**config.mk**
```make
export PLATFORM = sky130hd
export DESIGN_NAME = pyr_dense_optical_flow_accel_div_34s_17ns_34_seq
export DESIGN_NICKNAME = d
export VERILOG_FILES = /design/src/rtl/pyr_dense_optical_flow_accel_div_34s_17ns_34_seq.sv
export SDC_FILE = /design/constraint.sdc
export NUM_CORES = 1
export LEC_CHECK = 0
export BUFFER_PORTS_ARGS = -buffer_cell sky130_fd_sc_hd__buf_4
export CAP_MARGIN = 20
export CORE_ASPECT_RATIO = 1.5
export CORE_MARGIN = 10
export CORE_UTILIZATION = 55
export DETAILED_ROUTE_END_ITERATION = 6
export GPL_TIMING_DRIVEN = 0
export PLACE_DENSITY = 0.74
export SLEW_MARGIN = 20
export SYNTH_ARGS = -nofsm -noshare
export SYNTH_HDL_FRONTEND = slang
export SYNTH_SLANG_ARGS = --single-unit
```
**constraint.sdc**
```tcl
create_clock -name clk -period 3 [get_ports clk]
set_input_delay 0.45 -clock clk [delete_from_list [all_inputs] [get_ports clk]]
set_output_delay 0.45 -clock clk [all_outputs]
set_load 0.01 [all_outputs]
```
**src/rtl/pyr_dense_optical_flow_accel_div_34s_17ns_34_seq.sv**
```systemverilog
// pyr_dense_optical_flow_accel_div_34s_17ns_34_seq: sequential radix-2 restoring signed/unsigned divider with ce stall and valid/ready handshakes
module pyr_dense_optical_flow_accel_div_34s_17ns_34_seq #(
    parameter int DIVIDEND_WIDTH = 34,
    parameter int DIVISOR_WIDTH  = 17
) (
    input  logic                      clk,
    input  logic                      reset,
    input  logic                      ce,
    input  logic                      in_valid,
    output logic                      in_ready,
    input  logic [DIVIDEND_WIDTH-1:0] din0,
    input  logic [DIVISOR_WIDTH-1:0]  din1,
    output logic                      out_valid,
    input  logic                      out_ready,
    output logic [DIVIDEND_WIDTH-1:0] quot,
    output logic [DIVISOR_WIDTH-1:0]  rem,
    output logic                      div_by_zero
);
    localparam int DW = DIVIDEND_WIDTH;
    localparam int SW = DIVISOR_WIDTH;
    localparam int CW = $clog2(DW);

    typedef enum logic [1:0] {IDLE, CALC, FIX, DONE} state_t;

    state_t          r_state, w_next;
    logic [CW-1:0]   r_cnt;
    logic            r_neg, r_zero;
    logic [DW-1:0]   r_d;
    logic [SW:0]     r_r;
    logic [SW-1:0]   r_div;
    logic [SW:0]     w_sh, w_sub;
    logic            w_ge, w_last;
    logic [DW-1:0]   w_mag;

    assign in_ready  = r_state == IDLE;
    assign out_valid = r_state == DONE;
    assign w_last    = r_cnt == CW'(DW - 1);
    assign w_mag     = din0[DW-1] ? -din0 : din0;
    assign w_sh      = {r_r[SW-1:0], r_d[DW-1]};
    assign w_sub     = w_sh - {1'b0, r_div};
    assign w_ge      = r_r[SW] | (w_sh >= {1'b0, r_div});

    // next-state: accept, iterate DW steps, fix signs, wait for the consumer
    always_comb begin
        w_next = r_state;
        case (r_state)
            IDLE:    w_next = in_valid  ? CALC : IDLE;
            CALC:    w_next = w_last    ? FIX  : CALC;
            FIX:     w_next = DONE;
            default: w_next = out_ready ? IDLE : DONE;
        endcase
    end

    // state register; reset overrides ce and abandons any op in flight
    always_ff @(posedge clk) begin
        if (reset)
            r_state <= IDLE;
        else if (ce)
            r_state <= w_next;
    end

    // datapath: quotient bits shift into the dividend register as it empties
    always_ff @(posedge clk) begin
        if (reset) begin
            r_cnt       <= '0;
            r_neg       <= 1'b0;
            r_zero      <= 1'b0;
            r_d         <= '0;
            r_r         <= '0;
            r_div       <= '0;
            quot        <= '0;
            rem         <= '0;
            div_by_zero <= 1'b0;
        end else if (ce) begin
            if (r_state == IDLE && in_valid) begin
                r_neg  <= din0[DW-1];
                r_zero <= din1 == '0;
                r_d    <= w_mag;
                r_div  <= din1;
                r_r    <= '0;
                r_cnt  <= '0;
            end
            if (r_state == CALC) begin
                r_r   <= w_ge ? w_sub : w_sh;
                r_d   <= {r_d[DW-2:0], w_ge};
                r_cnt <= r_cnt + 1'b1;
            end
            if (r_state == FIX) begin
                quot        <= r_zero ? (r_neg ? {1'b1, {(DW-1){1'b0}}} : {1'b0, {(DW-1){1'b1}}})
                                      : (r_neg ? -r_d : r_d);
                rem         <= r_zero ? '0 : (r_neg ? -r_r[SW-1:0] : r_r[SW-1:0]);
                div_by_zero <= r_zero;
            end
        end
    end
endmodule

```
==> impl_results.md <==
* Status: finished, violations left
* Failing checks: DRC
* Initial core utilization at 55.7%
* Ant diodes at 0
* DR WL/cell at 20.9 um
* CP endpoint kind: flop
* Async SR Flop Fraction at 0%
* RSZ-0062 raised after global routing: no
* CTS tree: built
* Number of global-route vias before repair at 8908
* Synthesized netlist cell count at 1087
* Die span in y at 171 um
* Final #Nets at 1299
* Netlist Area Pre-Place at 8400 sq um
* Synth Register Bits at 131
* Crit Path Max Fanout at 10
* Syn_area_per_cell at 7.73 sq um
* Number of I/O pins at 110
* Hold slack at 0.277 ns
* CTS Buf Count at 17
* GPL Wtd Cong at 0.974
* Max Clock Freq at 348 MHz
* Worst vdd ir at 0.000430 V
* Post-synth EDFFs at 0
* Required time of the critical path at 3.32 ns
* Maxcap violations at 0
* Routed vias/inst at 6.36
* Max clock buf depth at 2
* Port bufs at 108
* CTS hold repair buffers at 0
* Yosys cell types at 75
* Minimum clock period after layout at 2.88 ns
* Syn nets at 1166
* CP cell instances: clkbuf_1 -> nand2_1 -> or2_2 -> clkbuf_1 -> nand2_1 -> clkbuf_1 -> o21ai_0 -> a221oi_1
* Largest net degree at the start of global routing at 17
* Slew headroom at 47.5%
* CP peak stage delay at 0.45 ns
* Worst min path class: in2reg
* Synth Flop Type: dfxtp_1
* Area leader, netlist: dfxtp_1
* Total wire length at 29.9 mm
* Num Clock Sinks at 131
* Leak pwr at 0.00407 uW
* Clock latency at the later pin of the worst-skew pair at 0.42 ns
* Tot GR Track Use at 28.7%
* Setup TNS at 0 ns
* Post-DP HPWL at 22.5 mm
* Clock root buffer: clkbuf_16
* Chip width at 121 um
* PwrDens at 556 nW/um^2
* Setup violations, final at 0
* Core area at 15100 sq um
* Rows at 55
* Initial antenna violation count at 0
* Initial DRC Count at 755
* Global-route wire length before repair at 47.2 mm
* Layout cells sized above 1 at 16.2%
* Yosys warning count at 0
* Critical path class: reg2reg
* Sequential share of power at 33.6%
* Number of routed nets with antenna violations at 0
* Reg clk slew, reported paths at 0.07 ns
* Comb power frac at 27.0%
* H-Tree Depth at 4
* GRT overflow at 0
* Fin. Hold Viols at 0
* Internal at 3770 uW
* Slowest CP cell: nand2_1
* Synth top area share at 31.2%
* P_sw at 1900 uW
* CP Launch Type: flop
* Final Cycle Share at 95.9%
* TritonRoute pass-1 iters at 7
* Clock group share of total power at 39.5%
* Vias at 9108
* Clock Skew at 0.0104 ns
* Worst-margin pin slew at 0.787 ns
* Sw Ratio at 33.5%
* Most frequent CP cell: clkbuf_1
* Top-count cell post-synth: nand2_1
* WP data arrival at 3.20 ns
* Die area at 20700 sq um
* Commonest cells post-synth: 137 x nand2_1, 131 x dfxtp_1, 113 x nor2_1
* Remaining DRCs at 3
* Pins over their slew limit at 0
* Synth top area cells: dfxtp_1 31%, nand2_1 6.1%, nor2_1 5.0%, a21oi_1 5.0%, o21ai_0 3.4%
* Synth-to-layout area growth at 21.4%
* Sequential cell area fraction in the yosys report at 31.2%
-- cell type report --
type | count | area, sq um
Multi-Input combinational cell | 847 | 5370
Clock inverter | 15 | 193
Fill cell | 1350 | 4870
Inverter | 35 | 131
Tap cell | 199 | 249
Clock buffer | 17 | 425
Timing Repair Buffer | 114 | 868
Sequential cell | 131 | 2620
Buffer | 74 | 342
-- state kept, by name (all words and copies together) (netlist names) --
| signal | count |
|---|---|
| rem | 17 |
| quot | 34 |
| r_neg | 1 |
| r_r | 18 |
| r_cnt | 6 |
| r_state | 2 |
| div_by_zero | 1 |
| r_zero | 1 |
| r_d | 34 |
| r_div | 17 |
-- worst paths after layout --
kind,cells after the start,slack (ns),end,startpoint
min reg2reg,2,0.45,quot[24],quot[24]
max reg2reg,8,0.12,r_d[21],r_state[0]
min,3,0.28,r_div[15],din1[15]
max,8,0.12,r_d[21],r_state[0]
-- worst max-delay path: cells and delay by family, from the launching register on --
| kind | cells | cell delay [ns] |
|---|---|---|
| buffers and inverters | 3 | 1.09 |
| AND/OR/NAND/NOR | 3 | 0.93 |
| AO/OA/AOI/OAI | 2 | 0.45 |
| flip-flops | 1 | 0.30 |
-- cells by family after synthesis --
logic type	Yosys count	synth area share, %
flops	131	31.2
xor+xnor	58	6.05
mux	12	1.43
simple gates	429	25.8
buf+inv	109	5.63
fa+ha+maj	23	3.51
compound gates	325	26.3
-- through the flow --
| step | power, uW | worst slack [ns] | instances | utilization (%) | cell area [sq um] |
|---|---|---|---|---|---|
| floorplan | 2860 | 0.400 | 1087 | - | 8400 |
| global placement | 3260 | -0.195 | 1394 | 62.8 | 9460 |
| detailed placement | 3270 | -0.290 | 1394 | 62.8 | 9460 |
| CTS | 5500 | 0.0153 | 1426 | 67.0 | 10100 |
| global route | 5890 | 0.00127 | 1432 | 67.7 | 10200 |
| finish | 5670 | 0.122 | 1432 | 67.7 | 10200 |
-- placed cells by master (no fill, tap or decap), drive strengths merged, types with 12 or more instances in the layout --
cell | netlist | final
a211oi | 26 | 26
nand3 | 22 | 22
o21ai | 58 | 58
ha | 22 | 22
nor2 | 113 | 113
nand4 | 12 | 12
inv | 34 | 42
or3 | 15 | 15
xor2 | 31 | 31
xnor2 | 27 | 27
clkbuf | 56 | 73
o31ai | 22 | 22
mux2i | 12 | 12
a21o | 17 | 17
nor3 | 42 | 42
buf | 18 | 132
a21oi | 84 | 84
dfxtp | 131 | 131
o41ai | 12 | 12
or4 | 13 | 13
nor4 | 15 | 15
nand2 | 137 | 137
a31oi | 15 | 15
a211o | 16 | 16
-- repair_timing --
action                     CTS  global route
pin swaps                    0             3
buffers inserted             0             6
gates resized for setup      3             7
setup endpoints to repair   11            19
-- power by group through the flow --
| stage | logic [uW] | clock network, uW | registers, uW |
|---|---|---|---|
| after CTS | 1370 | 2230 | 1900 |
| final | 1530 | 2240 | 1900 |
| after global placement | 1320 | 0 | 1940 |
| after global routing | 1660 | 2330 | 1910 |
| after floorplan | 964 | 0 | 1890 |
| after detailed placement | 1340 | 0 | 1940 |
-- metal layers --
| layer | part of all wire [%] | routed length [um] | global-route usage, % |
|---|---|---|---|
| met2 | 53 | 16000 | 53.9 |
| met3 | 5.8 | 1740 | 4.66 |
| met5 | 0 | 0 | 0 |
| met4 | 6.5 | 1950 | 18.7 |
| met1 | 34 | 10200 | 28.1 |
(Power assumes the default switching activity.)
